[src/rtl/e203_dtcm_ram_arb_if.sv]
// DTCM arbiter bundle: two requester command/response channels, the SRAM macro pins and light-sleep enable.
// slave = arbiter view, master = requester/SRAM side view.
interface e203_dtcm_ram_arb_if #(
    parameter int AW = 14,
    parameter int DW = 32,
    parameter int MW = 4
);
    logic          ls_en;

    logic          a_cmd_valid;
    logic          a_cmd_ready;
    logic          a_cmd_read;
    logic [AW-1:0] a_cmd_addr;
    logic [DW-1:0] a_cmd_wdata;
    logic [MW-1:0] a_cmd_wmask;
    logic          a_rsp_valid;
    logic          a_rsp_ready;
    logic [DW-1:0] a_rsp_rdata;

    logic          b_cmd_valid;
    logic          b_cmd_ready;
    logic          b_cmd_read;
    logic [AW-1:0] b_cmd_addr;
    logic [DW-1:0] b_cmd_wdata;
    logic [MW-1:0] b_cmd_wmask;
    logic          b_rsp_valid;
    logic          b_rsp_ready;
    logic [DW-1:0] b_rsp_rdata;

    logic          ram_cs;
    logic          ram_we;
    logic [AW-1:0] ram_addr;
    logic [MW-1:0] ram_wem;
    logic [DW-1:0] ram_din;
    logic [DW-1:0] ram_dout;
    logic          ram_ls;

    modport slave (
        input  ls_en,
        input  a_cmd_valid, a_cmd_read, a_cmd_addr, a_cmd_wdata, a_cmd_wmask, a_rsp_ready,
        output a_cmd_ready, a_rsp_valid, a_rsp_rdata,
        input  b_cmd_valid, b_cmd_read, b_cmd_addr, b_cmd_wdata, b_cmd_wmask, b_rsp_ready,
        output b_cmd_ready, b_rsp_valid, b_rsp_rdata,
        output ram_cs, ram_we, ram_addr, ram_wem, ram_din, ram_ls,
        input  ram_dout
    );

    modport master (
        output ls_en,
        output a_cmd_valid, a_cmd_read, a_cmd_addr, a_cmd_wdata, a_cmd_wmask, a_rsp_ready,
        input  a_cmd_ready, a_rsp_valid, a_rsp_rdata,
        output b_cmd_valid, b_cmd_read, b_cmd_addr, b_cmd_wdata, b_cmd_wmask, b_rsp_ready,
        input  b_cmd_ready, b_rsp_valid, b_rsp_rdata,
        input  ram_cs, ram_we, ram_addr, ram_wem, ram_din, ram_ls,
        output ram_dout
    );
endinterface

[src/rtl/e203_dtcm_ram_arb.sv]
// Two-port arbiter for the single-port DTCM SRAM: A has priority, B is forced through after STARVE_MAX losses.
// Grant is combinational; response appears the next cycle and is held until accepted (one outstanding per port).

module e203_dtcm_ram_arb_rsp_slot #(
    parameter int DW = 32
) (
    input  logic          clk,
    input  logic          rst,
    input  logic          grant,
    input  logic          grant_read,
    input  logic [DW-1:0] ram_dout,
    input  logic          rsp_ready,
    output logic          rsp_valid,
    output logic [DW-1:0] rsp_rdata,
    output logic          free
);
    logic          vld_q,   vld_d;
    logic          fresh_q, fresh_d;
    logic          rd_q,    rd_d;
    logic [DW-1:0] hold_q,  hold_d;
    logic [DW-1:0] live_dat;

    // The first response cycle reads the macro directly; after that the captured copy is replayed.
    always_comb begin
        live_dat  = rd_q ? ram_dout : '0;
        rsp_valid = vld_q;
        rsp_rdata = '0;
        if (vld_q) begin
            rsp_rdata = fresh_q ? live_dat : hold_q;
        end
        free    = !vld_q || rsp_ready;
        vld_d   = grant || (vld_q && !rsp_ready);
        fresh_d = grant;
        rd_d    = grant ? grant_read : rd_q;
        hold_d  = fresh_q ? live_dat : hold_q;
    end

    always_ff @(posedge clk) begin
        if (rst) begin
            vld_q   <= 1'b0;
            fresh_q <= 1'b0;
            rd_q    <= 1'b0;
            hold_q  <= '0;
        end else begin
            vld_q   <= vld_d;
            fresh_q <= fresh_d;
            rd_q    <= rd_d;
            hold_q  <= hold_d;
        end
    end
endmodule

module e203_dtcm_ram_arb #(
    parameter int AW         = 14,
    parameter int DW         = 32,
    parameter int MW         = 4,
    parameter int STARVE_MAX = 4,
    parameter int LS_IDLE    = 16
) (
    input  logic                clk,
    input  logic                rst,
    e203_dtcm_ram_arb_if.slave  bus
);
    localparam int            IW         = $clog2(LS_IDLE);
    localparam logic [IW-1:0] IDLE_LAST  = IW'(LS_IDLE - 1);
    localparam logic [7:0]    STARVE_LIM = 8'(STARVE_MAX);

    typedef enum logic [1:0] {
        PWR_RUN   = 2'd0,
        PWR_SLEEP = 2'd1,
        PWR_WAKE  = 2'd2
    } pwr_e;

    typedef struct packed {
        logic          we;
        logic [AW-1:0] addr;
        logic [MW-1:0] wem;
        logic [DW-1:0] din;
    } ram_cmd_t;

    pwr_e          pwr_q,    pwr_d;
    logic [IW-1:0] idle_q,   idle_d;
    logic [7:0]    starve_q, starve_d;
    logic          ls_q,     ls_d;

    logic     a_free, b_free;
    logic     a_elig, b_elig;
    logic     run;
    logic     grant_a, grant_b;
    logic     any_vld, any_pend;
    ram_cmd_t a_cmd, b_cmd, sel_cmd;

    e203_dtcm_ram_arb_rsp_slot #(.DW(DW)) u_a_slot (
        .clk        (clk),
        .rst        (rst),
        .grant      (grant_a),
        .grant_read (bus.a_cmd_read),
        .ram_dout   (bus.ram_dout),
        .rsp_ready  (bus.a_rsp_ready),
        .rsp_valid  (bus.a_rsp_valid),
        .rsp_rdata  (bus.a_rsp_rdata),
        .free       (a_free)
    );

    e203_dtcm_ram_arb_rsp_slot #(.DW(DW)) u_b_slot (
        .clk        (clk),
        .rst        (rst),
        .grant      (grant_b),
        .grant_read (bus.b_cmd_read),
        .ram_dout   (bus.ram_dout),
        .rsp_ready  (bus.b_rsp_ready),
        .rsp_valid  (bus.b_rsp_valid),
        .rsp_rdata  (bus.b_rsp_rdata),
        .free       (b_free)
    );

    // Arbitration and SRAM drive; no grant is issued while reset is held.
    always_comb begin
        a_elig  = bus.a_cmd_valid && a_free;
        b_elig  = bus.b_cmd_valid && b_free;
        run     = (pwr_q == PWR_RUN) && !rst;
        grant_b = run && b_elig && (!a_elig || (starve_q == STARVE_LIM));
        grant_a = run && a_elig && !grant_b;

        a_cmd = '{we: !bus.a_cmd_read, addr: bus.a_cmd_addr, wem: bus.a_cmd_wmask, din: bus.a_cmd_wdata};
        b_cmd = '{we: !bus.b_cmd_read, addr: bus.b_cmd_addr, wem: bus.b_cmd_wmask, din: bus.b_cmd_wdata};
        sel_cmd = '0;
        if (grant_a) begin
            sel_cmd = a_cmd;
        end else if (grant_b) begin
            sel_cmd = b_cmd;
        end

        bus.a_cmd_ready = grant_a;
        bus.b_cmd_ready = grant_b;
        bus.ram_cs      = grant_a || grant_b;
        bus.ram_we      = sel_cmd.we;
        bus.ram_addr    = sel_cmd.addr;
        bus.ram_wem     = sel_cmd.wem;
        bus.ram_din     = sel_cmd.din;
        bus.ram_ls      = ls_q;
    end

    always_comb begin
        starve_d = starve_q;
        if (grant_b || !bus.b_cmd_valid) begin
            starve_d = '0;
        end else if (b_elig && grant_a && (starve_q != STARVE_LIM)) begin
            starve_d = starve_q + 8'd1;
        end
    end

    // Power sequencing: the idle counter only runs in RUN while nothing is requested or in flight.
    always_comb begin
        any_vld  = bus.a_cmd_valid || bus.b_cmd_valid;
        any_pend = bus.a_rsp_valid || bus.b_rsp_valid;
        pwr_d    = pwr_q;
        idle_d   = idle_q;
        case (pwr_q)
            PWR_RUN: begin
                if (any_vld || any_pend) begin
                    idle_d = '0;
                end else if (bus.ls_en && (idle_q == IDLE_LAST)) begin
                    pwr_d  = PWR_SLEEP;
                    idle_d = '0;
                end else if (idle_q != IDLE_LAST) begin
                    idle_d = idle_q + IW'(1);
                end
            end
            PWR_SLEEP: begin
                if (any_vld || !bus.ls_en) begin
                    pwr_d = PWR_WAKE;
                end
            end
            PWR_WAKE: begin
                pwr_d = PWR_RUN;
            end
            default: begin
                pwr_d  = PWR_RUN;
                idle_d = '0;
            end
        endcase
        ls_d = (pwr_d == PWR_SLEEP);
    end

    always_ff @(posedge clk) begin
        if (rst) begin
            pwr_q    <= PWR_RUN;
            idle_q   <= '0;
            starve_q <= '0;
            ls_q     <= 1'b0;
        end else begin
            pwr_q    <= pwr_d;
            idle_q   <= idle_d;
            starve_q <= starve_d;
            ls_q     <= ls_d;
        end
    end
endmodule

[src/flat_wrapper.sv]
// flat-port wrapper written by rule: the top's interface ports become plain ports
module e203_dtcm_ram_arb_flat 
#(
    parameter int AW         = 14,
    parameter int DW         = 32,
    parameter int MW         = 4,
    parameter int STARVE_MAX = 4,
    parameter int LS_IDLE    = 16
)
  (clk, rst, bus_ls_en, bus_a_cmd_valid, bus_a_cmd_read, bus_a_cmd_addr, bus_a_cmd_wdata, bus_a_cmd_wmask, bus_a_rsp_ready, bus_a_cmd_ready, bus_a_rsp_valid, bus_a_rsp_rdata, bus_b_cmd_valid, bus_b_cmd_read, bus_b_cmd_addr, bus_b_cmd_wdata, bus_b_cmd_wmask, bus_b_rsp_ready, bus_b_cmd_ready, bus_b_rsp_valid, bus_b_rsp_rdata, bus_ram_cs, bus_ram_we, bus_ram_addr, bus_ram_wem, bus_ram_din, bus_ram_ls, bus_ram_dout);
  e203_dtcm_ram_arb_if #(.AW(AW), .DW(DW), .MW(MW)) bus_i ();
  input  logic clk;
  input  logic rst;
  input wire logic [$bits(bus_i.ls_en)-1:0] bus_ls_en;
  input wire logic [$bits(bus_i.a_cmd_valid)-1:0] bus_a_cmd_valid;
  input wire logic [$bits(bus_i.a_cmd_read)-1:0] bus_a_cmd_read;
  input wire logic [$bits(bus_i.a_cmd_addr)-1:0] bus_a_cmd_addr;
  input wire logic [$bits(bus_i.a_cmd_wdata)-1:0] bus_a_cmd_wdata;
  input wire logic [$bits(bus_i.a_cmd_wmask)-1:0] bus_a_cmd_wmask;
  input wire logic [$bits(bus_i.a_rsp_ready)-1:0] bus_a_rsp_ready;
  output wire logic [$bits(bus_i.a_cmd_ready)-1:0] bus_a_cmd_ready;
  output wire logic [$bits(bus_i.a_rsp_valid)-1:0] bus_a_rsp_valid;
  output wire logic [$bits(bus_i.a_rsp_rdata)-1:0] bus_a_rsp_rdata;
  input wire logic [$bits(bus_i.b_cmd_valid)-1:0] bus_b_cmd_valid;
  input wire logic [$bits(bus_i.b_cmd_read)-1:0] bus_b_cmd_read;
  input wire logic [$bits(bus_i.b_cmd_addr)-1:0] bus_b_cmd_addr;
  input wire logic [$bits(bus_i.b_cmd_wdata)-1:0] bus_b_cmd_wdata;
  input wire logic [$bits(bus_i.b_cmd_wmask)-1:0] bus_b_cmd_wmask;
  input wire logic [$bits(bus_i.b_rsp_ready)-1:0] bus_b_rsp_ready;
  output wire logic [$bits(bus_i.b_cmd_ready)-1:0] bus_b_cmd_ready;
  output wire logic [$bits(bus_i.b_rsp_valid)-1:0] bus_b_rsp_valid;
  output wire logic [$bits(bus_i.b_rsp_rdata)-1:0] bus_b_rsp_rdata;
  output wire logic [$bits(bus_i.ram_cs)-1:0] bus_ram_cs;
  output wire logic [$bits(bus_i.ram_we)-1:0] bus_ram_we;
  output wire logic [$bits(bus_i.ram_addr)-1:0] bus_ram_addr;
  output wire logic [$bits(bus_i.ram_wem)-1:0] bus_ram_wem;
  output wire logic [$bits(bus_i.ram_din)-1:0] bus_ram_din;
  output wire logic [$bits(bus_i.ram_ls)-1:0] bus_ram_ls;
  input wire logic [$bits(bus_i.ram_dout)-1:0] bus_ram_dout;
  assign bus_i.ls_en = bus_ls_en;
  assign bus_i.a_cmd_valid = bus_a_cmd_valid;
  assign bus_i.a_cmd_read = bus_a_cmd_read;
  assign bus_i.a_cmd_addr = bus_a_cmd_addr;
  assign bus_i.a_cmd_wdata = bus_a_cmd_wdata;
  assign bus_i.a_cmd_wmask = bus_a_cmd_wmask;
  assign bus_i.a_rsp_ready = bus_a_rsp_ready;
  assign bus_a_cmd_ready = bus_i.a_cmd_ready;
  assign bus_a_rsp_valid = bus_i.a_rsp_valid;
  assign bus_a_rsp_rdata = bus_i.a_rsp_rdata;
  assign bus_i.b_cmd_valid = bus_b_cmd_valid;
  assign bus_i.b_cmd_read = bus_b_cmd_read;
  assign bus_i.b_cmd_addr = bus_b_cmd_addr;
  assign bus_i.b_cmd_wdata = bus_b_cmd_wdata;
  assign bus_i.b_cmd_wmask = bus_b_cmd_wmask;
  assign bus_i.b_rsp_ready = bus_b_rsp_ready;
  assign bus_b_cmd_ready = bus_i.b_cmd_ready;
  assign bus_b_rsp_valid = bus_i.b_rsp_valid;
  assign bus_b_rsp_rdata = bus_i.b_rsp_rdata;
  assign bus_ram_cs = bus_i.ram_cs;
  assign bus_ram_we = bus_i.ram_we;
  assign bus_ram_addr = bus_i.ram_addr;
  assign bus_ram_wem = bus_i.ram_wem;
  assign bus_ram_din = bus_i.ram_din;
  assign bus_ram_ls = bus_i.ram_ls;
  assign bus_i.ram_dout = bus_ram_dout;
  e203_dtcm_ram_arb #(.AW(AW), .DW(DW), .MW(MW), .STARVE_MAX(STARVE_MAX), .LS_IDLE(LS_IDLE)) u_core (.clk(clk), .rst(rst), .bus(bus_i));
endmodule
[config.mk]
export PLATFORM = sky130hd
export DESIGN_NAME = e203_dtcm_ram_arb_flat
export DESIGN_NICKNAME = d
export VERILOG_FILES = /design/src/rtl/e203_dtcm_ram_arb_if.sv /design/src/rtl/e203_dtcm_ram_arb.sv /design/src/flat_wrapper.sv
export SDC_FILE = /design/constraint.sdc
export NUM_CORES = 1
export LEC_CHECK = 0
export BUFFER_PORTS_ARGS = -buffer_cell sky130_fd_sc_hd__buf_4
export CORE_ASPECT_RATIO = 1.1
export CORE_MARGIN = 4
export CORE_UTILIZATION = 40
export CTS_CLUSTER_DIAMETER = 30
export DETAILED_ROUTE_END_ITERATION = 16
export MAX_ROUTING_LAYER = met4
export PLACE_DENSITY = 0.77
export SLEW_MARGIN = 20
export SYNTH_ARGS = -nofsm -noshare
export SYNTH_HDL_FRONTEND = slang
export SYNTH_SLANG_ARGS = --single-unit
[constraint.sdc]
create_clock -name clk -period 2.04 [get_ports clk]
set_clock_uncertainty 0.1 [all_clocks]
set_input_delay 0.204 -clock clk [delete_from_list [all_inputs] [get_ports clk]]
set_output_delay 0.204 -clock clk [all_outputs]
set_load 0.05 [all_outputs]
==> results of run 1 <==
## power by group
group	switching, uW	total [uW]	leakage (uW)	internal (uW)
clock	676	1750	0.000156	1080
combinational	628	1150	0.00269	526
sequential	7.79	1690	0.000689	1680
total	1310	4600	0.00354	3290
## repair_timing
| item | 4_1_cts | 5_1_grt |
|---|---|---|
| gates cloned | 0 | 1 |
| pin swaps | 4 | 0 |
| resized for setup | 58 | 3 |
| buffers inserted | 2 | 2 |
| endpoints found under the setup margin | 57 | 82 |
## final cells by class
| cell class | count | area (um2) | area share (%) |
|---|---|---|---|
| clock buffer | 9 | 225.2 | 2.862 |
| timing repair buffer | 293 | 2481 | 31.53 |
| clock inverter | 7 | 95.09 | 1.208 |
| sequential | 85 | 1708 | 21.70 |
| inverter | 11 | 46.29 | 0.5882 |
| multi-input combinational | 402 | 3131 | 39.78 |
| tap | 147 | 183.9 | 2.337 |
## through the flow
step	utilization [%]	hold slack [ns]	worst slack [ns]	power (uW)
finish	72.13	0.01690	-0.4426	4598
global route	72.13	0.01609	-0.5809	4755
CTS	71.83	0.003778	-0.4697	4628
detailed placement	66.72	0.3551	-0.1664	2811
global placement	66.72	0.3492	-0.1220	2790
floorplan	-	0.2484	-0.006985	2373
## worst reg2reg max path, stage by stage (launching register included)
cell and delay (ns):
sky130_fd_sc_hd__dfxtp_1 0.34, sky130_fd_sc_hd__inv_2 0.07, sky130_fd_sc_hd__ha_2 0.18, sky130_fd_sc_hd__and2b_2 0.16
sky130_fd_sc_hd__buf_4 0.12, sky130_fd_sc_hd__buf_4 0.13, sky130_fd_sc_hd__nand4_4 0.11, sky130_fd_sc_hd__or4_4 0.54
sky130_fd_sc_hd__a21oi_1 0.14
## routing by layer
metal,vias up,global-route usage [%],part of all wire [%]
met3,27,5.474,7.8
met4,0,8.524,2.3
met5,-,-,0
met2,213,47.08,52
li1,2415,-,-
met1,2361,28.11,38
## logic make-up after synthesis
kind of cell / synth area share (%)
AO/OA/AOI/OAI: 22.72
adder cells (fa/ha/maj): 1.397
buffers and inverters: 6.260
flip-flops: 38.01
multiplexers: 0.5030
AND/OR/NAND/NOR: 31.11
## synth_stat cells, types with 2 or more instances
master | instances | area (um2)
sky130_fd_sc_hd__a22o_1 | 50 | 437.9
sky130_fd_sc_hd__and2_1 | 3 | 18.77
sky130_fd_sc_hd__mux2_2 | 2 | 22.52
sky130_fd_sc_hd__a311oi_1 | 2 | 17.52
sky130_fd_sc_hd__clkbuf_1 | 27 | 101.4
sky130_fd_sc_hd__inv_1 | 9 | 33.78
sky130_fd_sc_hd__o31ai_1 | 4 | 30.03
sky130_fd_sc_hd__buf_2 | 2 | 10.01
sky130_fd_sc_hd__buf_4 | 5 | 37.54
sky130_fd_sc_hd__buf_6 | 6 | 67.56
sky130_fd_sc_hd__and3_1 | 3 | 18.77
sky130_fd_sc_hd__a21oi_1 | 47 | 235.2
sky130_fd_sc_hd__dfxtp_1 | 85 | 1702
sky130_fd_sc_hd__buf_1 | 4 | 15.01
sky130_fd_sc_hd__a31oi_1 | 34 | 212.7
sky130_fd_sc_hd__ha_1 | 5 | 62.56
sky130_fd_sc_hd__o21ai_0 | 4 | 20.02
sky130_fd_sc_hd__or4_1 | 6 | 45.04
sky130_fd_sc_hd__nor2b_1 | 132 | 825.8
sky130_fd_sc_hd__nand3_1 | 9 | 45.04
sky130_fd_sc_hd__nand4_1 | 4 | 25.02
sky130_fd_sc_hd__nand2_1 | 10 | 37.54
sky130_fd_sc_hd__nor2_1 | 67 | 251.5
## worst max path at each step
| stage | start | end | slack (ns) | cells after the start |
|---|---|---|---|---|
| 2_1_floorplan | u_core.starve_q[1]$_SDFFE_PP0P_ | bus_ram_addr[10] | -0.007 | 8 |
| 3_3_place_gp | u_core.starve_q[1]$_SDFFE_PP0P_ | bus_ram_addr[6] | -0.12 | 9 |
| 3_5_place_dp | u_core.starve_q[1]$_SDFFE_PP0P_ | bus_ram_addr[6] | -0.17 | 9 |
| 4_1_cts | u_core.starve_q[1]$_SDFFE_PP0P_ | bus_ram_addr[6] | -0.47 | 9 |
| 5_1_grt | u_core.starve_q[0]$_SDFFE_PP0P_ | bus_ram_addr[5] | -0.58 | 9 |
| 6_report | u_core.starve_q[0]$_SDFFE_PP0P_ | bus_ram_addr[5] | -0.44 | 9 |
## state kept, by name (all words and copies together) (netlist names)
signal and count:
u_core.pwr_q 2, u_core.bus.ram_ls 1, u_core.u_b_slot.hold_q 32, u_core.u_b_slot.rsp_valid 1
u_core.u_a_slot.rd_q 1, u_core.u_a_slot.rsp_valid 1, u_core.starve_q 8, u_core.idle_q 4
u_core.u_b_slot.rd_q 1, u_core.u_a_slot.fresh_q 1, u_core.u_a_slot.hold_q 32, u_core.u_b_slot.fresh_q 1
==> flow_summary.html, run 1 <==
<table>
<tr><th>Metric</th><th>Value</th></tr>
<tr><th colspan="2">Detailed routing</th></tr>
<tr><td>Routed wire length</td><td>17170 um</td></tr>
<tr><td>Vias post-DR</td><td>5016</td></tr>
<tr><td>Post-DR vias/cell</td><td>~5.3</td></tr>
<tr><td>Number of routed nets with antenna violations</td><td>0</td></tr>
<tr><td>Drc violations</td><td>0</td></tr>
<tr><td>Wire per inst</td><td>17.99 um</td></tr>
<tr><td>Initial DRT Pass Iterations</td><td>4</td></tr>
<tr><td>Number of violations reported at the end of detailed-routing iteration 0</td><td>roughly 250</td></tr>
<tr><th colspan="2">Critical path</th></tr>
<tr><td>CP max stage cell</td><td>sky130_fd_sc_hd__dfxtp_2</td></tr>
<tr><td>Worst-case reg-to-reg path depth</td><td>8</td></tr>
<tr><td>Worst-path cell chain</td><td>inv_2 &gt; ha_4 &gt; nor4b_4 &gt; nand3_2 &gt; o2111ai_4 &gt; inv_4 &gt; buf_12 &gt; a22o_4 &gt; buf_6</td></tr>
<tr><td>Start-to-end type of the worst setup path</td><td>reg2out</td></tr>
<tr><td>Nature of the critical path endpoint</td><td>primary output</td></tr>
<tr><td>Worst Path Required</td><td>1.74 ns</td></tr>
<tr><td>Family with the most delay on the worst path</td><td>compound AO/OA/AOI/OAI gates</td></tr>
<tr><td>Worst path bufs/invs</td><td>4</td></tr>
<tr><td>CP arrival</td><td>approximately 2.2 ns</td></tr>
<tr><td>Critical Path Source Type</td><td>register</td></tr>
<tr><td>Maximum net fanout on the critical path</td><td>21</td></tr>
<tr><td>Worst R2R Start</td><td>u_core.pwr_q[1]$_SDFF_PP0_</td></tr>
<tr><td>Worst setup slack for register-to-register paths</td><td>0.07 ns</td></tr>
<tr><td>Max incr delay on CP</td><td>approximately 0.32 ns</td></tr>
<tr><td>Worst r2r dst</td><td>u_core.starve_q[6]$_SDFFE_PP0P_</td></tr>
<tr><th colspan="2">Timing</th></tr>
<tr><td>Pins Over Slew Limit</td><td>0</td></tr>
<tr><td>Final clock period utilization by the worst path</td><td>121.7%</td></tr>
<tr><td>Setup TNS Final</td><td>-21.91 ns</td></tr>
<tr><td>Post-route worst setup slack</td><td>-0.4426 ns</td></tr>
<tr><td>Time the final worst path needs with I/O delays and setup</td><td>2.483 ns</td></tr>
<tr><td>RSZ-0062 raised after global routing</td><td>true</td></tr>
<tr><td>Highest Clock Rate</td><td>between 400 and 500 MHz</td></tr>
<tr><td>Worst slew slack as a fraction of its limit</td><td>between 40% and 50%</td></tr>
<tr><td>Final Hold Fails</td><td>0</td></tr>
<tr><td>Worst Tran Pin Value</td><td>between 0.8 and 0.9 ns</td></tr>
<tr><td>Number of setup violations in the final report</td><td>53</td></tr>
<tr><th colspan="2">Layout</th></tr>
<tr><td>Fraction of final layout cells sized beyond drive strength 1</td><td>a little under three fifths</td></tr>
<tr><td>Number of standard cells in the final layout excluding fillers</td><td>954</td></tr>
<tr><td>Fill cell instance count of the final layout</td><td>between 800 and 900</td></tr>
<tr><td>Diodes inserted</td><td>0</td></tr>
<tr><td>Post-route cell area</td><td>a little under 0.008 mm2</td></tr>
<tr><td>Number of nets in the layout</td><td>between 900 and 1000</td></tr>
<tr><td>Area Growth Syn to Fin</td><td>75.80%</td></tr>
<tr><td>Most common cell after layout, fill and taps aside</td><td>sky130_fd_sc_hd__buf_4</td></tr>
<tr><td>Most frequent cells in the layout</td><td>sky130_fd_sc_hd__buf_4, sky130_fd_sc_hd__dfxtp_1, sky130_fd_sc_hd__nor2b_1</td></tr>
<tr><th colspan="2">Global routing</th></tr>
<tr><td>Remaining global-route overflow</td><td>0</td></tr>
<tr><td>Vias in the first global route</td><td>5199</td></tr>
<tr><td>Antenna violations before repair</td><td>0</td></tr>
<tr><td>Maximum number of pins on one net before global-route repair</td><td>between 70 and 80</td></tr>
<tr><td>GRT Overall Usage</td><td>a little over a quarter</td></tr>
<tr><td>First-pass GRT wire length</td><td>about 26000 um</td></tr>
<tr><th colspan="2">Worst hold path</th></tr>
<tr><td>Origin of the worst min-delay path</td><td>bus_b_cmd_read</td></tr>
<tr><td>Classification of the worst-slack hold path</td><td>in2reg</td></tr>
<tr><td>Worst hold path stage count</td><td>2</td></tr>
<tr><td>Endpoint, Worst Hold</td><td>u_core.u_b_slot.rd_q$_SDFFE_PP0N_</td></tr>
<tr><th colspan="2">Power</th></tr>
<tr><td>IR drop worst, VDD</td><td>roughly 0.52 mV</td></tr>
<tr><td>Leakage power summed over all cells</td><td>approximately 0.0035 uW</td></tr>
<tr><td>Power density over the cells</td><td>~600 mW/mm2</td></tr>
<tr><th colspan="2">Placed design</th></tr>
<tr><td>Total instance count after detailed placement</td><td>about 930</td></tr>
<tr><td>Global placement routability congestion</td><td>0.8265</td></tr>
<tr><td>PortBufs</td><td>261</td></tr>
<tr><td>Detail Placement HPWL</td><td>12480 um</td></tr>
<tr><td>Placed Area</td><td>around 0.0073 mm2</td></tr>
<tr><th colspan="2">Synth</th></tr>
<tr><td>Synth Area per Inst</td><td>just over 8 um2</td></tr>
<tr><td>Gate Count Post-Synth</td><td>~540</td></tr>
<tr><td>FF+latch count, synth</td><td>85</td></tr>
<tr><td>Fraction of registers with async set/reset</td><td>0%</td></tr>
<tr><td>Synth warn</td><td>0</td></tr>
<tr><td>Number of synthesized flops with an enable pin</td><td>0</td></tr>
<tr><td>Most frequently used flop master after synthesis</td><td>sky130_fd_sc_hd__dfxtp_1</td></tr>
<tr><td>Count of cell types in the netlist</td><td>45</td></tr>
<tr><td>Sequential element share of the synthesized area</td><td>between 30% and 40%</td></tr>
<tr><td>Post-Synthesis Net Count</td><td>~690</td></tr>
<tr><td>Post-synth design cell area</td><td>between 0.004 and 0.005 mm2</td></tr>
<tr><th colspan="2">CTS</th></tr>
<tr><td>TritonCTS clock tree</td><td>built</td></tr>
<tr><td>Clock-pin slew of the registers on the worst-case setup and hold paths</td><td>0.06 ns</td></tr>
<tr><td>Worst-Skew Late Latency</td><td>between 0.3 and 0.4 ns</td></tr>
<tr><td>Max H-tree Level</td><td>3</td></tr>
<tr><td>Number of clock sinks</td><td>85</td></tr>
<tr><td>Clock Root Buffer</td><td>sky130_fd_sc_hd__clkbuf_16</td></tr>
<tr><td>Hold buffer count at cts</td><td>0</td></tr>
<tr><td>Total CTS buffers</td><td>9</td></tr>
<tr><td>Buffers from clock root to sink, at most</td><td>2</td></tr>
<tr><th colspan="2">Run</th></tr>
<tr><td>Number of max-cap violations</td><td>0</td></tr>
<tr><th colspan="2">Die</th></tr>
<tr><td>Standard-cell rows</td><td>40</td></tr>
<tr><td>Overall die area</td><td>around 0.013 mm2</td></tr>
<tr><td>Initial standard-cell utilization of the core</td><td>between 40% and 50%</td></tr>
<tr><td>Die Wd</td><td>~110 um</td></tr>
<tr><td>Std-Cell Core Area</td><td>approximately 0.011 mm2</td></tr>
<tr><td>Die Span Y</td><td>approximately 120 um</td></tr>
<tr><td>Number of I/O pins</td><td>262</td></tr>
<tr><th colspan="2">Run status</th></tr>
<tr><td>Run status</td><td>finished, violations left</td></tr>
<tr><td>Failing checks</td><td>negative setup slack</td></tr>
</table>
(Power assumes the default switching activity.)
==> inputs of run 2 (changes only) <==
--- a/config.mk
+++ b/config.mk
@@ -8,11 +8,12 @@
 export BUFFER_PORTS_ARGS = -buffer_cell sky130_fd_sc_hd__buf_4
 export CORE_ASPECT_RATIO = 1.1
 export CORE_MARGIN = 4
-export CORE_UTILIZATION = 40
+export CORE_UTILIZATION = 41
+export CTS_BUF_LIST = sky130_fd_sc_hd__clkbuf_2
 export CTS_CLUSTER_DIAMETER = 30
 export DETAILED_ROUTE_END_ITERATION = 16
 export MAX_ROUTING_LAYER = met4
-export PLACE_DENSITY = 0.77
+export PLACE_DENSITY = 0.79
 export SLEW_MARGIN = 20
 export SYNTH_ARGS = -nofsm -noshare
 export SYNTH_HDL_FRONTEND = slang
==> run 2 against run 1 <==
Synthesized area unchanged. Synthesized cell count unchanged. The flow now stops in global routing (5_1_grt).
==> flow_summary.html, run 2 <==
<table>
<tr><th>Metric</th><th>Value</th></tr>
<tr><th colspan="2">Placed design</th></tr>
<tr><td>Detail Placement HPWL</td><td>12250 um (-1.8%)</td></tr>
<tr><td>Global placement routability congestion</td><td>0.8756 (+5.9%)</td></tr>
<tr><td>PortBufs</td><td>261 (unchanged)</td></tr>
<tr><td>Placed Area</td><td>0.007284 mm2 (about the same)</td></tr>
<tr><th colspan="2">Synth</th></tr>
<tr><td>Fraction of registers with async set/reset</td><td>0% (unchanged)</td></tr>
<tr><td>Synth warn</td><td>0 (unchanged)</td></tr>
<tr><td>Number of synthesized flops with an enable pin</td><td>0 (unchanged)</td></tr>
<tr><td>Leading cell type by number of instances after synthesis</td><td>sky130_fd_sc_hd__nor2b_1</td></tr>
<tr><td>Post-synth design cell area</td><td>0.004477 mm2 (unchanged)</td></tr>
<tr><td>Synth Area per Inst</td><td>8.260 um2 (unchanged)</td></tr>
<tr><td>FF+latch count, synth</td><td>85 (unchanged)</td></tr>
<tr><td>Yosys top cell area share</td><td>38.01% (unchanged)</td></tr>
<tr><td>Post-Synthesis Net Count</td><td>688 (unchanged)</td></tr>
<tr><td>Most frequently used flop master after synthesis</td><td>sky130_fd_sc_hd__dfxtp_1</td></tr>
<tr><td>Sequential element share of the synthesized area</td><td>38.01% (unchanged)</td></tr>
<tr><td>Cell types with the highest counts after synthesis</td><td>sky130_fd_sc_hd__nor2b_1, sky130_fd_sc_hd__dfxtp_1, sky130_fd_sc_hd__nor2_1</td></tr>
<tr><td>Gate Count Post-Synth</td><td>542 (unchanged)</td></tr>
<tr><td>Largest area contributor in the netlist</td><td>sky130_fd_sc_hd__dfxtp_1</td></tr>
<tr><td>Leading post-synthesis cells by cell area</td><td>sky130_fd_sc_hd__dfxtp_1, sky130_fd_sc_hd__nor2b_1, sky130_fd_sc_hd__a22o_1, sky130_fd_sc_hd__nor2_1, sky130_fd_sc_hd__a21oi_1</td></tr>
<tr><td>Count of cell types in the netlist</td><td>45 (unchanged)</td></tr>
<tr><th colspan="2">CTS</th></tr>
<tr><td>Buffers from clock root to sink, at most</td><td>2 (unchanged)</td></tr>
<tr><td>Max H-tree Level</td><td>3 (unchanged)</td></tr>
<tr><td>Clock Root Buffer</td><td>sky130_fd_sc_hd__clkbuf_2</td></tr>
<tr><td>Total CTS buffers</td><td>9 (unchanged)</td></tr>
<tr><td>Number of clock sinks</td><td>85 (unchanged)</td></tr>
<tr><th colspan="2">Run status</th></tr>
<tr><td>Last stage the flow got to</td><td>global routing (5_1_grt)</td></tr>
<tr><td>First error in the log</td><td>[ERROR DPL-0038] Utilization greater than 100%, impossible to legalize</td></tr>
<tr><td>Run status</td><td>aborted with a tool error</td></tr>
<tr><th colspan="2">Die</th></tr>
<tr><td>Initial standard-cell utilization of the core</td><td>42.47% (+1.4 points)</td></tr>
<tr><td>Die Span Y</td><td>117.6 um (-1.1%)</td></tr>
<tr><td>Die Wd</td><td>107.6 um (-1.1%)</td></tr>
<tr><td>Standard-cell rows</td><td>39 (-2.5%)</td></tr>
<tr><td>Number of I/O pins</td><td>262 (unchanged)</td></tr>
<tr><th colspan="2">Global routing</th></tr>
<tr><td>Maximum number of pins on one net before global-route repair</td><td>77</td></tr>
<tr><th colspan="2">Timing</th></tr>
<tr><td>Worst endpoint, post-GRT repair</td><td>bus_ram_din[28]</td></tr>
<tr><td>Worst endpoint type</td><td>primary output</td></tr>
</table>
[run 2: cell counts after synthesis]
No cell type changed its count.
[run 2: kinds of logic after synthesis]
logic type | Yosys count | synth area share (%)
simple gates | 247 | 31.11
mux | 2 | 0.5030
compound gates | 147 | 22.72
buf+inv | 56 | 6.260
fa+ha+maj | 5 | 1.397
flops | 85 | 38.01
[run 2: repair_timing]
item                                   in CTS
resized for setup                         326
endpoints found under the hold margin      72
setup endpoints to repair                 118
pin swaps                                  36
setup buffers                              38
gates cloned                               14
hold buffers                               40
[run 2: through the flow]
stage / instances / hold slack [ns] / util (%) / TNS (ns) / worst slack [ns]
floorplan: 542 / 0.2484 / - / -0.006985 / -0.006985
global placement: 932 / 0.3629 / 69.11 / -3.564 / -0.08176
detailed placement: 932 / 0.3707 / 69.11 / -5.888 / -0.1361
CTS: 1040 / 0.1032 / 94.14 / -45.34 / -0.7693
==> inputs of run 3 (changes only) <==
--- a/config.mk
+++ b/config.mk
@@ -6,14 +6,10 @@
 export NUM_CORES = 1
 export LEC_CHECK = 0
 export BUFFER_PORTS_ARGS = -buffer_cell sky130_fd_sc_hd__buf_4
-export CORE_ASPECT_RATIO = 1.1
 export CORE_MARGIN = 4
-export CORE_UTILIZATION = 41
-export CTS_BUF_LIST = sky130_fd_sc_hd__clkbuf_2
-export CTS_CLUSTER_DIAMETER = 30
+export CORE_UTILIZATION = 30
 export DETAILED_ROUTE_END_ITERATION = 16
-export MAX_ROUTING_LAYER = met4
-export PLACE_DENSITY = 0.79
+export PLACE_DENSITY_LB_ADDON = 0.15
 export SLEW_MARGIN = 20
 export SYNTH_ARGS = -nofsm -noshare
 export SYNTH_HDL_FRONTEND = slang
==> constraint.sdc (replaced) <==
create_clock -name clk -period 2.7 [get_ports clk]
set_clock_uncertainty 0.1 [all_clocks]
set_input_delay 0.27 -clock clk [delete_from_list [all_inputs] [get_ports clk]]
set_output_delay 0.27 -clock clk [all_outputs]
set_load 0.05 [all_outputs]
==> run 3 against run 2 <==
The run now ends clean.
==> flow_summary.html, run 3 (synthesized netlist as in run 1, its figures left out) <==
<table>
<tr><th>Metric</th><th>Value</th></tr>
<tr><th colspan="2">Die</th></tr>
<tr><td>Standard-cell rows</td><td>44 (+13%)</td></tr>
<tr><td>Overall die area</td><td>0.01694 mm2</td></tr>
<tr><td>Std-Cell Core Area</td><td>approximately 0.015 mm2</td></tr>
<tr><td>Initial standard-cell utilization of the core</td><td>30.69% (-12 points)</td></tr>
<tr><td>Die Span Y</td><td>130.2 um (+11%)</td></tr>
<tr><td>Die Wd</td><td>130.2 um (+21%)</td></tr>
<tr><td>Number of I/O pins</td><td>262 (unchanged)</td></tr>
<tr><th colspan="2">Run status</th></tr>
<tr><td>Run status</td><td>complete, no violations</td></tr>
<tr><th colspan="2">Global routing</th></tr>
<tr><td>GRT Overall Usage</td><td>18.27%</td></tr>
<tr><td>Vias in the first global route</td><td>4736</td></tr>
<tr><td>First-pass GRT wire length</td><td>24500 um</td></tr>
<tr><td>Remaining global-route overflow</td><td>0</td></tr>
<tr><td>Maximum number of pins on one net before global-route repair</td><td>77</td></tr>
<tr><td>Antenna violations before repair</td><td>0</td></tr>
<tr><th colspan="2">Critical path</th></tr>
<tr><td>Worst setup slack for register-to-register paths</td><td>~0.65 ns</td></tr>
<tr><td>Maximum net fanout on the critical path</td><td>7</td></tr>
<tr><td>Max incr delay on CP</td><td>0.36 ns</td></tr>
<tr><td>Nature of the critical path endpoint</td><td>primary output</td></tr>
<tr><td>Worst R2R Start</td><td>u_core.starve_q[0]$_SDFFE_PP0P_</td></tr>
<tr><td>Worst-case reg-to-reg path depth</td><td>8</td></tr>
<tr><td>Start-to-end type of the worst setup path</td><td>reg2out</td></tr>
<tr><td>Worst r2r dst</td><td>u_core.u_a_slot.rd_q$_SDFFE_PP0P_</td></tr>
<tr><td>CP max stage cell</td><td>sky130_fd_sc_hd__dfxtp_4</td></tr>
<tr><td>Worst-path cell chain</td><td>inv_4 &gt; ha_4 &gt; nor4b_4 &gt; nand3_2 &gt; o2111ai_4 &gt; buf_8 &gt; clkinv_8 &gt; a22o_4 &gt; buf_8</td></tr>
<tr><td>Cell type with the highest occurrence count on the critical path</td><td>sky130_fd_sc_hd__buf_8</td></tr>
<tr><td>CP arrival</td><td>~2.3 ns</td></tr>
<tr><td>Worst Path Required</td><td>between 2 and 2.5 ns</td></tr>
<tr><td>Critical Path Source Type</td><td>register</td></tr>
<tr><th colspan="2">CTS</th></tr>
<tr><td>Total CTS buffers</td><td>9 (unchanged)</td></tr>
<tr><td>Max H-tree Level</td><td>3 (unchanged)</td></tr>
<tr><td>Worst-Skew Late Latency</td><td>roughly 0.33 ns</td></tr>
<tr><td>TritonCTS clock tree</td><td>built</td></tr>
<tr><td>Clock-pin slew of the registers on the worst-case setup and hold paths</td><td>approximately 0.060 ns</td></tr>
<tr><td>Hold buffer count at cts</td><td>0 (-100%)</td></tr>
<tr><td>Clock Root Buffer</td><td>sky130_fd_sc_hd__clkbuf_16</td></tr>
<tr><td>Number of clock sinks</td><td>85 (unchanged)</td></tr>
<tr><td>Buffers from clock root to sink, at most</td><td>2 (unchanged)</td></tr>
<tr><th colspan="2">Timing</th></tr>
<tr><td>Highest Clock Rate</td><td>about 380 MHz</td></tr>
<tr><td>Worst slew slack as a fraction of its limit</td><td>between 40 and 50%</td></tr>
<tr><td>Final Hold Fails</td><td>0</td></tr>
<tr><td>Setup TNS Final</td><td>0 ns</td></tr>
<tr><td>Time the final worst path needs with I/O delays and setup</td><td>about 2.7 ns</td></tr>
<tr><td>Worst Tran Pin Value</td><td>about 0.81 ns</td></tr>
<tr><td>RSZ-0062 raised after global routing</td><td>true</td></tr>
<tr><td>Pins Over Slew Limit</td><td>0</td></tr>
<tr><td>Fin Hold WS</td><td>0.07384 ns</td></tr>
<tr><td>Number of setup violations in the final report</td><td>0</td></tr>
<tr><td>Final clock period utilization by the worst path</td><td>98.15%</td></tr>
<tr><th colspan="2">Power</th></tr>
<tr><td>Fraction of power spent switching nets</td><td>between 20% and 30%</td></tr>
<tr><td>Net load switching power</td><td>between 900 and 1000 uW</td></tr>
<tr><td>Power density over the cells</td><td>about 460 mW/mm2</td></tr>
<tr><td>Leakage power summed over all cells</td><td>around 0.0032 uW</td></tr>
<tr><td>Share of power burned in combinational logic</td><td>about a quarter</td></tr>
<tr><td>Cell internal pwr</td><td>around 2300 uW</td></tr>
<tr><td>IR drop worst, VDD</td><td>about 0.3 mV</td></tr>
<tr><td>Part of the power in the clock network</td><td>37.5%</td></tr>
<tr><td>Register share of total power</td><td>slightly below 40%</td></tr>
<tr><th colspan="2">Placed design</th></tr>
<tr><td>PortBufs</td><td>261 (unchanged)</td></tr>
<tr><td>Global placement routability congestion</td><td>0.9076 (+3.7%)</td></tr>
<tr><td>Total instance count after detailed placement</td><td>953 (+2.3%)</td></tr>
<tr><td>Detail Placement HPWL</td><td>12400 um (+1.2%)</td></tr>
<tr><th colspan="2">Worst hold path</th></tr>
<tr><td>Origin of the worst min-delay path</td><td>bus_b_cmd_read</td></tr>
<tr><td>Classification of the worst-slack hold path</td><td>in2reg</td></tr>
<tr><td>Worst hold path stage count</td><td>2</td></tr>
<tr><td>Endpoint, Worst Hold</td><td>u_core.u_b_slot.rd_q$_SDFFE_PP0N_</td></tr>
<tr><th colspan="2">Layout</th></tr>
<tr><td>Diodes inserted</td><td>0</td></tr>
<tr><td>Fraction of final layout cells sized beyond drive strength 1</td><td>around two fifths</td></tr>
<tr><td>Registers with the most flip-flops</td><td>u_core.u_a_slot.hold_q x32, u_core.u_b_slot.hold_q x32, u_core.starve_q x8</td></tr>
<tr><td>Area Growth Syn to Fin</td><td>60.96%</td></tr>
<tr><td>Final core utilization</td><td>between 40% and 50%</td></tr>
<tr><td>Most common cell after layout, fill and taps aside</td><td>sky130_fd_sc_hd__buf_4</td></tr>
<tr><td>Number of nets in the layout</td><td>~940</td></tr>
<tr><td>Most frequent cells in the layout</td><td>sky130_fd_sc_hd__buf_4, sky130_fd_sc_hd__nor2b_1, sky130_fd_sc_hd__dfxtp_1</td></tr>
<tr><td>Number of standard cells in the final layout excluding fillers</td><td>just under 1000</td></tr>
<tr><th colspan="2">Detailed routing</th></tr>
<tr><td>Wire per inst</td><td>between 15 and 20 um</td></tr>
<tr><td>Vias post-DR</td><td>between 4000 and 5000</td></tr>
<tr><td>Post-DR vias/cell</td><td>~5.0</td></tr>
<tr><td>Drc violations</td><td>0</td></tr>
<tr><td>Routed wire length</td><td>about 18000 um</td></tr>
<tr><td>Initial DRT Pass Iterations</td><td>4</td></tr>
<tr><td>Number of violations reported at the end of detailed-routing iteration 0</td><td>200</td></tr>
<tr><td>Number of routed nets with antenna violations</td><td>0</td></tr>
<tr><th colspan="2">Run</th></tr>
<tr><td>Number of max-cap violations</td><td>0</td></tr>
</table>
[run 3: cell type report]
| class | count | area, um2 |
|---|---|---|
| Multi-Input combinational cell | 401 | 2537 |
| Tap cell | 184 | 230.2 |
| Clock buffer | 11 | 242.7 |
| Fill cell | 1426 | 7383 |
| Inverter | 11 | 58.81 |
| Timing Repair inverter | 3 | 33.78 |
| Timing Repair Buffer | 280 | 2332 |
| Clock inverter | 5 | 60.06 |
| Sequential cell | 85 | 1710 |
[run 3: power groups by stage]
| stage | clock network (uW) | registers, uW | logic, uW |
|---|---|---|---|
| finish | 1230 | 1280 | 778 |
| floorplan | 0 | 1310 | 397 |
| detailed placement | 0 | 1310 | 712 |
| CTS | 1280 | 1280 | 717 |
| global route | 1330 | 1280 | 817 |
| global placement | 0 | 1310 | 709 |
[run 3: metal layers]
metal  vias to the layer above  part of all wire [%]  track usage (%)
li1                       2393                     -                -
met1                      2301                    39            21.63
met2                       216                    50            32.26
met3                        28                   8.8            4.052
met4                         0                   2.6            6.724
met5                         -                     0                0
[run 3: worst max-delay path by stage]
stage	startpoint	end	cells past startpoint
after floorplan	u_core.u_b_slot.rsp_valid$_SDFF_PP0_	bus_ram_we	4
after global placement	u_core.starve_q[0]$_SDFFE_PP0P_	bus_ram_din[3]	9
after detailed placement	u_core.starve_q[0]$_SDFFE_PP0P_	bus_ram_din[3]	8
after global routing	u_core.starve_q[0]$_SDFFE_PP0P_	bus_ram_addr[1]	9
final	u_core.starve_q[0]$_SDFFE_PP0P_	bus_ram_din[3]	9
after CTS	u_core.starve_q[0]$_SDFFE_PP0P_	bus_ram_din[3]	9
[run 3: repair_timing]
action / in CTS / in global routing
buffers inserted: 1 / 4
resized for setup: 4 / 60
pin swaps: 1 / 15
setup endpoints to repair: 50 / 51
gates cloned: 0 / 6
[run 3: critical path: cells and delay by family, from the launching register on]
family	cells	cell delay, ns
fa+ha+maj	1	0.11
simple gates	2	0.42
buf+inv	4	0.49
flops	1	0.36
compound gates	2	0.55
[run 3: per-stage QoR]
step                      worst slack [ns]  cell area (um2)  power (uW)
after floorplan                     0.1785             4477        1708
after global placement              0.2960             6539        2017
after detailed placement            0.2247             6539        2021
after CTS                         -0.05680             6857        3275
after global routing              -0.05960             7206        3424
final                              0.04991             7206        3289
==> inputs of run 4 (changes only) <==
--- a/config.mk
+++ b/config.mk
@@ -7,7 +7,7 @@
 export LEC_CHECK = 0
 export BUFFER_PORTS_ARGS = -buffer_cell sky130_fd_sc_hd__buf_4
 export CORE_MARGIN = 4
-export CORE_UTILIZATION = 30
+export CORE_UTILIZATION = 44
 export DETAILED_ROUTE_END_ITERATION = 16
 export PLACE_DENSITY_LB_ADDON = 0.15
 export SLEW_MARGIN = 20
==> run 4 against run 3 <==
The flow now finishes with violations (negative setup slack). Worst hold slack got worse by 0.025 ns. Critical path depth rose by 1. Cell count fell by 4.6%. Die area fell by 30%. Sequential power barely moved. Non-clock buffer count rose by 9. Power fell by 4.7%. Clock power fell by 15%. Largest power group unchanged. Sequential share of layout area fell by 0.19 points. Global-route usage rose by 10 points.
==> flow_summary.html, run 4 (synthesized netlist as in run 1, its figures left out) <==
<table>
<tr><th>Metric</th><th>Value</th></tr>
<tr><th colspan="2">Timing</th></tr>
<tr><td>RSZ-0062 raised after global routing</td><td>true</td></tr>
<tr><td>Number of setup violations in the final report</td><td>21 (+21)</td></tr>
<tr><td>Time the final worst path needs with I/O delays and setup</td><td>2.735 ns (+0.08452 ns)</td></tr>
<tr><td>Worst Tran Pin Value</td><td>0.8061 ns (-0.007150 ns)</td></tr>
<tr><td>Highest Clock Rate</td><td>365.7 MHz (-3.1%)</td></tr>
<tr><td>Setup TNS Final</td><td>-0.3026 ns (-0.3026 ns)</td></tr>
<tr><td>Final clock period utilization by the worst path</td><td>101.3% (+3.1 points)</td></tr>
<tr><td>Post-route worst setup slack</td><td>-0.03462 ns (-0.08452 ns)</td></tr>
<tr><td>Pins Over Slew Limit</td><td>0 (unchanged)</td></tr>
<tr><td>Final Hold Fails</td><td>0 (unchanged)</td></tr>
<tr><td>Worst slew slack as a fraction of its limit</td><td>46.26% (+0.48 points)</td></tr>
<tr><th colspan="2">Critical path</th></tr>
<tr><td>Launch point of the critical path</td><td>u_core.starve_q[0]$_SDFFE_PP0P_</td></tr>
<tr><td>Worst setup slack for register-to-register paths</td><td>0.65 ns (about the same)</td></tr>
<tr><td>Worst R2R Start</td><td>u_core.pwr_q[0]$_SDFF_PP0_</td></tr>
<tr><td>Start-to-end type of the worst setup path</td><td>reg2out</td></tr>
<tr><td>Maximum net fanout on the critical path</td><td>7 (unchanged)</td></tr>
<tr><td>Worst Path Required</td><td>2.33 ns (about the same)</td></tr>
<tr><td>Critical Path Source Type</td><td>register</td></tr>
<tr><td>CP arrival</td><td>2.36 ns (+0.08 ns)</td></tr>
<tr><td>Nature of the critical path endpoint</td><td>primary output</td></tr>
<tr><th colspan="2">Global routing</th></tr>
<tr><td>Remaining global-route overflow</td><td>0 (unchanged)</td></tr>
<tr><td>Vias in the first global route</td><td>4957 (+4.7%)</td></tr>
<tr><td>First-pass GRT wire length</td><td>26030 um (+6.3%)</td></tr>
<tr><td>GRT Overall Usage</td><td>28.24% (+10 points)</td></tr>
<tr><td>Maximum number of pins on one net before global-route repair</td><td>77 (unchanged)</td></tr>
<tr><td>Antenna violations before repair</td><td>0 (unchanged)</td></tr>
<tr><th colspan="2">Power</th></tr>
<tr><td>Leakage power summed over all cells</td><td>0.003254 uW (+1.5%)</td></tr>
<tr><td>Power density over the cells</td><td>431.7 mW/mm2 (-5.4%)</td></tr>
<tr><td>IR drop worst, VDD</td><td>0.4942 mV (+65%)</td></tr>
<tr><td>Power consumption</td><td>3136 uW (-4.7%)</td></tr>
<tr><th colspan="2">Detailed routing</th></tr>
<tr><td>Routed wire length</td><td>18440 um (+3.8%)</td></tr>
<tr><td>Number of routed nets with antenna violations</td><td>0 (unchanged)</td></tr>
<tr><td>Wire per inst</td><td>19.72 um (+8.8%)</td></tr>
<tr><td>Vias post-DR</td><td>5146 (+4.2%)</td></tr>
<tr><td>Initial DRT Pass Iterations</td><td>5 (+1)</td></tr>
<tr><td>Number of violations reported at the end of detailed-routing iteration 0</td><td>439 (+120%)</td></tr>
<tr><td>Post-DR vias/cell</td><td>5.504 (+9.2%)</td></tr>
<tr><td>Drc violations</td><td>0 (unchanged)</td></tr>
<tr><th colspan="2">Placed design</th></tr>
<tr><td>Placed Area</td><td>0.006475 mm2 (-0.98%)</td></tr>
<tr><td>Detail Placement HPWL</td><td>11790 um (-4.9%)</td></tr>
<tr><td>Total instance count after detailed placement</td><td>902 (-5.4%)</td></tr>
<tr><td>PortBufs</td><td>261 (unchanged)</td></tr>
<tr><td>Global placement routability congestion</td><td>0.8745 (-3.6%)</td></tr>
<tr><th colspan="2">CTS</th></tr>
<tr><td>Hold buffer count at cts</td><td>0 (unchanged)</td></tr>
<tr><td>Max H-tree Level</td><td>3 (unchanged)</td></tr>
<tr><td>Number of clock sinks</td><td>85 (unchanged)</td></tr>
<tr><td>Clock Root Buffer</td><td>sky130_fd_sc_hd__clkbuf_8</td></tr>
<tr><td>Worst-Skew Late Latency</td><td>0.36 ns (+0.03 ns)</td></tr>
<tr><td>Clock-pin slew of the registers on the worst-case setup and hold paths</td><td>0.09 ns (+0.03 ns)</td></tr>
<tr><td>Total CTS buffers</td><td>9 (unchanged)</td></tr>
<tr><td>TritonCTS clock tree</td><td>built</td></tr>
<tr><td>Buffers from clock root to sink, at most</td><td>2 (unchanged)</td></tr>
<tr><th colspan="2">Run status</th></tr>
<tr><td>Failing checks</td><td>negative setup slack</td></tr>
<tr><td>Run status</td><td>finished, violations left</td></tr>
<tr><th colspan="2">Die</th></tr>
<tr><td>Die Wd</td><td>108.9 um (-16%)</td></tr>
<tr><td>Initial standard-cell utilization of the core</td><td>45.59% (+15 points)</td></tr>
<tr><td>Die Span Y</td><td>108.9 um (-16%)</td></tr>
<tr><td>Number of I/O pins</td><td>262 (unchanged)</td></tr>
<tr><td>Std-Cell Core Area</td><td>0.009819 mm2 (-33%)</td></tr>
<tr><td>Overall die area</td><td>0.01185 mm2 (-30%)</td></tr>
<tr><td>Standard-cell rows</td><td>36 (-18%)</td></tr>
<tr><th colspan="2">Run</th></tr>
<tr><td>Number of max-cap violations</td><td>0 (unchanged)</td></tr>
<tr><th colspan="2">Layout</th></tr>
<tr><td>Most frequent cells in the layout</td><td>sky130_fd_sc_hd__buf_4, sky130_fd_sc_hd__nor2b_1, sky130_fd_sc_hd__dfxtp_1</td></tr>
<tr><td>Fraction of final layout cells sized beyond drive strength 1</td><td>40.77% (+0.57 points)</td></tr>
<tr><td>Number of standard cells in the final layout excluding fillers</td><td>935 (-4.6%)</td></tr>
<tr><td>Number of nets in the layout</td><td>944 (+0.75%)</td></tr>
<tr><td>Post-route cell area</td><td>0.007263 mm2 (+0.80%)</td></tr>
<tr><td>Storage cell area</td><td>0.001710 mm2 (unchanged)</td></tr>
<tr><td>Diodes inserted</td><td>0 (unchanged)</td></tr>
<tr><td>Area Growth Syn to Fin</td><td>62.24%</td></tr>
<tr><td>Area of the multi-input gates</td><td>0.002552 mm2 (+0.59%)</td></tr>
<tr><td>Most common cell after layout, fill and taps aside</td><td>sky130_fd_sc_hd__buf_4</td></tr>
<tr><td>Fill cell instance count of the final layout</td><td>745 (-48%)</td></tr>
<tr><td>Registers with the most flip-flops</td><td>u_core.u_a_slot.hold_q x32, u_core.u_b_slot.hold_q x32, u_core.starve_q x8</td></tr>
<tr><td>Final core utilization</td><td>73.97% (+25 points)</td></tr>
<tr><th colspan="2">Worst hold path</th></tr>
<tr><td>Origin of the worst min-delay path</td><td>bus_a_cmd_read</td></tr>
<tr><td>Classification of the worst-slack hold path</td><td>in2reg</td></tr>
</table>
==> run 4: path summary, 6_finish.rpt <==
path	end	depth (start not counted)
hold reg to reg	u_core.idle_q[0]$_SDFFE_PP0P_	2
setup reg to reg	u_core.starve_q[6]$_SDFFE_PP0P_	6
hold / removal	u_core.u_a_slot.rd_q$_SDFFE_PP0P_	2
setup / recovery	bus_ram_din[21]	10
==> run 4: power breakdown <==
part	total (uW)	switching (uW)	leakage, uW	internal (uW)
Clock	1040	453	0.000115	592
Sequential	1280	10.2	0.000689	1270
Combinational	812	454	0.00245	358
Total	3140	917	0.00325	2220
==> run 4: metrics by stage <==
step | setup WS, ns | hold WS [ns]
floorplan | 0.1785 | 0.3144
global placement | 0.3402 | 0.3690
detailed placement | 0.2389 | 0.3994
CTS | -0.03168 | 0.04296
global route | -0.1285 | 0.05421
finish | -0.03462 | 0.04853
==> run 4: layout make-up <==
type / count / share of cell area, %
Timing Repair Buffer: 289 / 34.95
Sequential cell: 85 / 23.55
Clock inverter: 3 / 0.9302
Tap cell: 133 / 2.291
Inverter: 11 / 0.7407
Multi-Input combinational cell: 401 / 35.14
Clock buffer: 12 / 2.274
Timing Repair inverter: 1 / 0.1206
==> run 4: repair_timing <==
item                       CTS  global route
cloned                       5             3
setup endpoints to repair   50            50
gates resized for setup     60            17
buffers inserted             8             3
pin swaps                   12            12
==> run 4: worst max-delay path, cell delays in order (launching register included) <==
cell and delay (ns):
sky130_fd_sc_hd__dfxtp_4 0.37, sky130_fd_sc_hd__inv_4 0.06, sky130_fd_sc_hd__ha_4 0.12, sky130_fd_sc_hd__nor4b_4 0.30, sky130_fd_sc_hd__a311oi_2 0.16, sky130_fd_sc_hd__or2_1 0.29
sky130_fd_sc_hd__inv_4 0.11, sky130_fd_sc_hd__buf_4 0.12, sky130_fd_sc_hd__buf_12 0.12, sky130_fd_sc_hd__a22o_1 0.19, sky130_fd_sc_hd__buf_6 0.18
==> run 4: per-layer routing <==
metal	part of all wire, %	wire, um	track usage (%)
met1	37	6834	33.84
met2	50	9253	47.76
met3	10	1839	6.750
met4	2.8	515	12.80
met5	0	0	0
